<file path="src/rtl/muldiv_pkg.sv">
// Shared state encoding, defaults and output bundle for the multiply/divide scheduler.
package muldiv_pkg;

  localparam int unsigned MULT_CYCLES_DEF = 33;
  localparam int unsigned DIV_TIMEOUT_DEF = 40;

  typedef enum logic [2:0] {
    IDLE    = 3'd0,
    M_START = 3'd1,
    M_WAIT  = 3'd2,
    D_START = 3'd3,
    D_WAIT  = 3'd4,
    WRITE   = 3'd5,
    ABORT   = 3'd6
  } state_e;

  // Control outputs towards the datapath, kept together so they register as one word.
  typedef struct packed {
    logic mult_ctrl;
    logic div_ctrl;
    logic diva_sel;
    logic divb_sel;
    logic md_sel;
    logic hi_ctrl;
    logic lo_ctrl;
    logic busy;
    logic done;
    logic dz_excpt;
    logic tmo_err;
  } ctrl_out_t;

endpackage

</file>
<file path="src/rtl/md_counter.sv">
// Load/decrement down counter with zero flag; saturates at zero instead of wrapping.
module md_counter #(
  parameter int unsigned CW = 6
) (
  input  logic          clk,
  input  logic          reset,
  input  logic          load,
  input  logic [CW-1:0] load_val,
  input  logic          dec,
  output logic          zero
);

  logic [CW-1:0] cnt_q;
  logic [CW-1:0] cnt_d;

  // Next count: load has priority, decrement holds at zero.
  always_comb begin
    cnt_d = cnt_q;
    if (load) begin
      cnt_d = load_val;
    end else if (dec && (cnt_q != '0)) begin
      cnt_d = cnt_q - CW'(1);
    end
  end

  // Count register.
  always_ff @(posedge clk or negedge reset) begin
    if (!reset) begin
      cnt_q <= '0;
    end else begin
      cnt_q <= cnt_d;
    end
  end

  assign zero = (cnt_q == '0);

endmodule

</file>
<file path="src/rtl/muldiv_sched.sv">
// Sequences the multi-cycle multiplier and the divider and controls the Hi/Lo writes.
module muldiv_sched
  import muldiv_pkg::*;
#(
  parameter int unsigned MULT_CYCLES = MULT_CYCLES_DEF,
  parameter int unsigned DIV_TIMEOUT = DIV_TIMEOUT_DEF
) (
  input  logic clk,
  input  logic reset,
  input  logic start_mult,
  input  logic start_div,
  input  logic div_src_mdr,
  input  logic div_end,
  input  logic div_zero,
  output logic mult_ctrl,
  output logic div_ctrl,
  output logic DIVASelect,
  output logic DIVBSelect,
  output logic MDSelect,
  output logic HiCtrl,
  output logic LoCtrl,
  output logic busy,
  output logic done,
  output logic dz_excpt,
  output logic tmo_err
);

  localparam int unsigned CNT_MAX = (MULT_CYCLES > DIV_TIMEOUT) ? MULT_CYCLES : DIV_TIMEOUT;
  localparam int unsigned CW      = $clog2(CNT_MAX + 1);

  state_e        state_q, state_d;
  logic          src_q, src_d;
  logic          is_mult_q, is_mult_d;
  ctrl_out_t     out_q, out_d;
  logic          cnt_load;
  logic          cnt_dec;
  logic [CW-1:0] cnt_val;
  logic          cnt_zero;
  logic          abort_dz;
  logic          abort_tmo;

  md_counter #(
    .CW(CW)
  ) u_counter (
    .clk      (clk),
    .reset    (reset),
    .load     (cnt_load),
    .load_val (cnt_val),
    .dec      (cnt_dec),
    .zero     (cnt_zero)
  );

  // Next-state, counter control and next registered outputs.
  always_comb begin
    state_d   = state_q;
    src_d     = src_q;
    is_mult_d = is_mult_q;
    cnt_load  = 1'b0;
    cnt_dec   = 1'b0;
    cnt_val   = '0;
    abort_dz  = 1'b0;
    abort_tmo = 1'b0;

    case (state_q)
      IDLE: begin
        if (start_mult) begin
          state_d   = M_START;
          is_mult_d = 1'b1;
          src_d     = 1'b0;
        end else if (start_div) begin
          state_d   = D_START;
          is_mult_d = 1'b0;
          src_d     = div_src_mdr;
        end
      end
      M_START: begin
        cnt_load = 1'b1;
        cnt_val  = CW'(MULT_CYCLES - 1);
        state_d  = M_WAIT;
      end
      M_WAIT: begin
        if (cnt_zero) begin
          state_d = WRITE;
        end else begin
          cnt_dec = 1'b1;
        end
      end
      D_START: begin
        cnt_load = 1'b1;
        cnt_val  = CW'(DIV_TIMEOUT - 1);
        state_d  = D_WAIT;
      end
      D_WAIT: begin
        // Divide-by-zero beats completion, completion beats timeout.
        if (div_zero) begin
          state_d  = ABORT;
          abort_dz = 1'b1;
        end else if (div_end) begin
          state_d = WRITE;
        end else if (cnt_zero) begin
          state_d   = ABORT;
          abort_tmo = 1'b1;
        end else begin
          cnt_dec = 1'b1;
        end
      end
      WRITE:   state_d = IDLE;
      ABORT:   state_d = IDLE;
      default: state_d = IDLE;
    endcase

    // Outputs are a function of the next state so they register alongside it.
    out_d           = '0;
    out_d.busy      = (state_d != IDLE);
    out_d.mult_ctrl = (state_d == M_START);
    out_d.div_ctrl  = (state_d == D_START);
    out_d.diva_sel  = (state_d != IDLE) && src_d;
    out_d.divb_sel  = (state_d != IDLE) && src_d;
    out_d.md_sel    = (state_d == WRITE) && is_mult_d;
    out_d.hi_ctrl   = (state_d == WRITE);
    out_d.lo_ctrl   = (state_d == WRITE);
    out_d.done      = (state_d == WRITE);
    out_d.dz_excpt  = abort_dz;
    out_d.tmo_err   = abort_tmo;
  end

  // State, operand-source latch and output registers.
  always_ff @(posedge clk or negedge reset) begin
    if (!reset) begin
      state_q   <= IDLE;
      src_q     <= 1'b0;
      is_mult_q <= 1'b0;
      out_q     <= '0;
    end else begin
      state_q   <= state_d;
      src_q     <= src_d;
      is_mult_q <= is_mult_d;
      out_q     <= out_d;
    end
  end

  assign mult_ctrl  = out_q.mult_ctrl;
  assign div_ctrl   = out_q.div_ctrl;
  assign DIVASelect = out_q.diva_sel;
  assign DIVBSelect = out_q.divb_sel;
  assign MDSelect   = out_q.md_sel;
  assign HiCtrl     = out_q.hi_ctrl;
  assign LoCtrl     = out_q.lo_ctrl;
  assign busy       = out_q.busy;
  assign done       = out_q.done;
  assign dz_excpt   = out_q.dz_excpt;
  assign tmo_err    = out_q.tmo_err;

endmodule

</file>
<file path="config.mk">
export PLATFORM = sky130hd
export DESIGN_NAME = muldiv_sched
export DESIGN_NICKNAME = d
export VERILOG_FILES = /design/src/rtl/muldiv_pkg.sv /design/src/rtl/md_counter.sv /design/src/rtl/muldiv_sched.sv
export SDC_FILE = /design/constraint.sdc
export NUM_CORES = 1
export LEC_CHECK = 0
export BUFFER_PORTS_ARGS = -buffer_cell sky130_fd_sc_hd__buf_4
export CORE_AREA = 4 4 53 55
export CTS_BUF_LIST = sky130_fd_sc_hd__clkbuf_2
export DETAILED_ROUTE_END_ITERATION = 10
export DIE_AREA = 0 0 57 59
export HOLD_SLACK_MARGIN = 0.03
export PLACE_DENSITY = 0.69
export REMOVE_ABC_BUFFERS = 1
export SLEW_MARGIN = 40
export SYNTH_ARGS = -nofsm -noshare
export SYNTH_HDL_FRONTEND = slang
export SYNTH_SLANG_ARGS = --single-unit
</file>
<file path="constraint.sdc">
create_clock -name clk -period 5.05 [get_ports clk]
set_input_delay 0.505 -clock clk [delete_from_list [all_inputs] [get_ports clk]]
set_output_delay 0.505 -clock clk [all_outputs]
set_load 0.02 [all_outputs]
</file>
# Yosys cells after proc, flatten, opt, wreduce, memory -nomap -nowiden
# Index checks and enable logic that the tools add are counted.
[totals] reg_bits=19 in_bits=7 out_inout_bits=11 word_cells=56
[op_classes] add_sub_neg=1 eq_ne=7 muxes=27 n_reduce_logical=9
[op_table] cell="$mux 3" count=6
[op_table] cell="$mux 1" count=16
[op_table] cell="$pmux 3 s5" count=1
[op_table] cell="$mux 6" count=2
[op_table] cell="$pmux 6 s2" count=1
[op_table] cell="$eq 3x2->1 const B" count=3
[op_table] cell="$eq 3x1->1 const B" count=2
[op_table] cell="$eq 3x3->1 const B" count=2
[op_table] cell="$logic_not 6->1" count=1
[op_table] cell="$reduce_bool 6->1" count=1
[op_table] cell="$sub 6x1->6 const B" count=1
[op_table] cell="$logic_and 1x1->1" count=3
[op_table] cell="$logic_not 3->1" count=1
[op_table] cell="$reduce_bool 3->1" count=1
[op_table] cell="$pmux 1 s2" count=1
[op_table] cell="$reduce_bool 2->1" count=1
[op_table] cell="$reduce_or 2->1" count=1

# Depth between registers and ports, before layout
[logic_depth] word_depth=8 depth_mapped=7 depth_no_buf=6

# Modules after synthesis
# A second synthesis with hierarchy kept.
[unflattened] cells_unflattened=105 area_unflattened_um2=1021.0
[by_module_without_submodules] mod="muldiv_sched" n_inst=1 cells_each=61 area_per_inst_um2=625.6 seq_area_each_um2=325.3
[by_module_without_submodules] mod="md_counter" n_inst=1 cells_each=44 area_per_inst_um2=395.4 seq_area_each_um2=150.1

# Least setup slack after synthesis
# OpenSTA, ideal clock, no wires.
[synth_timing] path_type="flip-flop to flip-flop" from="register u_counter.cnt_q[0]" to="register u_counter.cnt_q[1]" setup_time_ns=0.127 arrival_ns=1.751 required_time_ns=4.923 setup_slack_ns=3.171 stages_incl_launch_ff=8 n_path_buf=1 period_less_slack_ns=1.879 cell_sequence="dfrtp_1 -> inv_1 -> ha_1 -> or3b_1 -> clkbuf_1 -> o311ai_2 -> nand2_1 -> mux2_1"
[synth_via] elab_chain_cells=7 elab_cells_between_ends=11 cone_classes="add/sub: 1; mux: 6; reduce/logical: 4"
[synth_lines] element="start: declaration" line="md_counter.sv:13" rtl="logic [CW-1:0] cnt_q;"
[synth_lines] element="start signal: assignment" line="md_counter.sv:31" rtl="cnt_q <= cnt_d;"
[synth_lines] element="$logic_not 6->1" line="md_counter.sv:35" rtl="assign zero = (cnt_q == '0);"
[synth_lines] element="$mux 1" line="muldiv_sched.sv:82, muldiv_sched.sv:100"
[synth_lines] element="$mux 1" line="muldiv_sched.sv:98" rtl="end else if (div_end) begin"
[synth_lines] element="$mux 1" line="muldiv_sched.sv:95" rtl="if (div_zero) begin"
[synth_lines] element="$pmux 1 s2" line="muldiv_sched.sv:64" rtl="case (state_q)"
[synth_lines] element="$logic_and 1x1->1" line="md_counter.sv:21" rtl="end else if (dec && (cnt_q != '0)) begin"
[synth_lines] element="$reduce_bool 2->1 (no source line)"
# Several ways; a longest one is shown, not always the timed one. The select of a mux whose other input is x is not followed.
# A chain may end at the register's enable or synchronous reset.

# Worst setup path after layout
# Same ends and word-level chain as after synthesis.

==> results_dict.tcl <==
set metrics [dict create \
    status "finished, final reports clean" \
    slowest_delay_ns 0.44 \
    io_pins 18 \
    start_util_pct 40.46 \
    synth.distinct_cells 37 \
    synth-seq-area-share_pct 49.22 \
    synth_top_area_share_pct 49.22 \
    ff2ff_path_depth 6 \
    fmax_ghz 0.5081 \
    core_sq_um 2387 \
    mostFrequentLayoutCells "19 x dfrtp_1, 17 x buf_4, 8 x nor2_1, 6 x inv_1, 6 x a21oi_1" \
    htreeDepth 1 \
    grt_pass1_vias 717 \
    rsz0062_at_grt "false" \
    crit_chain "inv_1, ha_1, or3b_1, o311ai_2, nand2_1, mux2_1" \
    yosys.area.top_type "dfrtp_1" \
    slew_viol_final 0 \
    p_per_area_nw_per_um2 560.2 \
    drtIter0Drc 12 \
    via_count 749 \
    cts_buffers 3 \
    cts_buffer_depth 2 \
    ys_async_sr_fraction_pct 100.0 \
    routedWlPerCell_microns 12.48 \
    synth_edf_count 0 \
    ys_ff_latch 19 \
    cts_tree "built" \
    finalPower_uw 623.1 \
    nFillCells 239 \
    dpl_worst_slack_ns 3.085 \
    startpoint_type "flop" \
    ys_warn_count 0 \
    slew_headroom_pct 65.92 \
    grtUsageTotal_pct 11.33 \
    finalInstanceArea_sq_um 1112 \
    antenna_cells 0 \
    synth_ff_type "dfrtp_1" \
    nNetsFinal 122 \
    numClockSinks 19 \
    final_common_cell "dfrtp_1" \
    drv_cap 0 \
    power.leakage_uw 0.0005103 \
    wl_microns 1784 \
    grt_overflow 0 \
    irDropWorstVdd_uv 242.1 \
    first_pass_iters 4 \
    avgSynthCellArea_sq_um 9.757 \
    cts-root-buf "clkbuf_2" \
    die-area_sq_um 3363 \
    clk_pin_slew_ns 0.19 \
    drc_errors 0 \
    grt_pass1_wl_microns 3029 \
    tns_ns 0 \
    setup_ws_ns 3.082 \
    dpl-instance-area_sq_um 1082 \
    core.rowCount 18 \
    hold_path.class "input port to flop" \
    crit_type "flop to flop" \
    die_h_microns 59 \
    critPathRequiredTime_ns 5.27 \
    antenna_found_initial 0 \
    insertion_delay_ns 0.31 \
    finalCriticalPeriod_ns 1.968 \
    synth_area_leaders "dfrtp_1 49%, or4_1 3.9%, a21oi_1 3.1%, nor2_1 3.1%, buf_4 2.3%" \
    arrival_ns 2.19 \
    drt-vias-per-instance 5.238 \
    port_buffers 17 \
    syn_area_sq_um 965.9 \
    gp_congestion 0.7994 \
    grt_start_max_net_pins 20 \
    die_w_microns 57 \
    final-setup-viol-count 0 \
    dp.cells 138 \
    drive_above_1_share_pct 21.24 \
    final_cells 143 \
    finClkSkew_ns 0.01193 \
    dpl.hpwl_microns 1343 \
    post-route-period-util_pct 38.97 \
    worstMarginPinSlew_ns 0.5101 \
    whs_path_depth 2 \
    worst-path-max-fanout 6 \
    postCtsSetupBuffers 0 \
    hold_violations 0 \
    syn2layout_area_growth_pct 15.16 \
    synthCells 99 \
    end_kind "flop" \
    cp_slowest_cell "dfrtp_1" \
    antenna_left 0 \
]
[cell families after synthesis]
group                      synth area share [%]
DFF                                       49.22
adders and majority gates                 1.295
and+or+nand+nor                           22.67
muxes                                     2.202
buffers and inverters                     7.383
AOI/OAI and AO/OA                         17.23
[worst max-delay path, delay by kind of cell (launching register included)]
family,cells,cell delay (ns)
DFF,1,0.44
AOI/OAI and AO/OA,1,0.33
adders and majority gates,1,0.15
muxes,1,0.32
buffers and inverters,1,0.09
and+or+nand+nor,2,0.57
[sequential cells by signal, summed over array words and instances, names as in the netlist]
| register | flops |
|---|---|
| u_counter.cnt_q | 6 |
| state_q | 3 |
| DIVBSelect | 1 |
| MDSelect | 1 |
| busy | 1 |
| div_ctrl | 1 |
| done | 1 |
| dz_excpt | 1 |
| is_mult_q | 1 |
| mult_ctrl | 1 |
| src_q | 1 |
| tmo_err | 1 |
[power by group]
part / internal, uW / total [uW] / switching (uW)
combinational: 129 / 294 / 165
sequential: 207 / 263 / 56.1
clock: 18.0 / 65.9 / 48.0
[final timing paths]
| check | startpoint | endpoint | slack, ns |
|---|---|---|---|
| max | u_counter.cnt_q[0] | u_counter.cnt_q[1] | 3.08 |
| min | start_mult | src_q | 0.37 |
| max reg2reg | u_counter.cnt_q[0] | u_counter.cnt_q[1] | 3.08 |
| min reg2reg | is_mult_q | is_mult_q | 0.49 |
| max in group asynchronous | reset | u_counter.cnt_q[3] | 4.28 |
| min in group asynchronous | reset | u_counter.cnt_q[1] | 0.56 |
[routing by layer]
layer | global-route usage, % | part of all wire (%) | vias up
met5 | 0 | 0 | -
met2 | 18.60 | 48 | 12
met1 | 15.01 | 47 | 355
met3 | 1.525 | 3.4 | 2
li1 | - | - | 380
met4 | 4.967 | 1.1 | 0
[final cells by class]
class	instances	area, sq um	share of cell area (%)
tap	30	37.54	3.375
inverter	6	22.52	2.025
timing repair buffer	18	137.6	12.37
multi-input combinational	66	419.2	37.68
clock buffer	3	15.01	1.350
sequential	19	475.5	42.74
clock inverter	1	5.005	0.4499
[stage by stage]
stage          utilization [%]  hold WS (ns)
5_1_grt                  46.59        0.3538
2_1_floorplan                -        0.2094
4_1_cts                  46.59        0.3593
3_5_place_dp             45.34        0.3912
3_3_place_gp             45.34        0.3903
6_report                 46.59        0.3736
[Yosys cell counts (all sizes together) (2+ instances only)]
cell type	instances
dfrtp	19
nor2	8
a21oi	6
inv	6
or4	5
buf	4
clkbuf	4
nand2	4
nor3	4
a31oi	3
nand2b	3
o21ai	3
o31ai	3
or2	3
and3	2
nand3	2
nor2b	2
o21bai	2
[what timing repair did]
action / in CTS / in global routing
endpoints found under the hold margin: 15 / 0
gates resized for setup: 0 / 0
hold buffers: 1 / 0
Note: power is estimated with default switching activity, not from simulation.
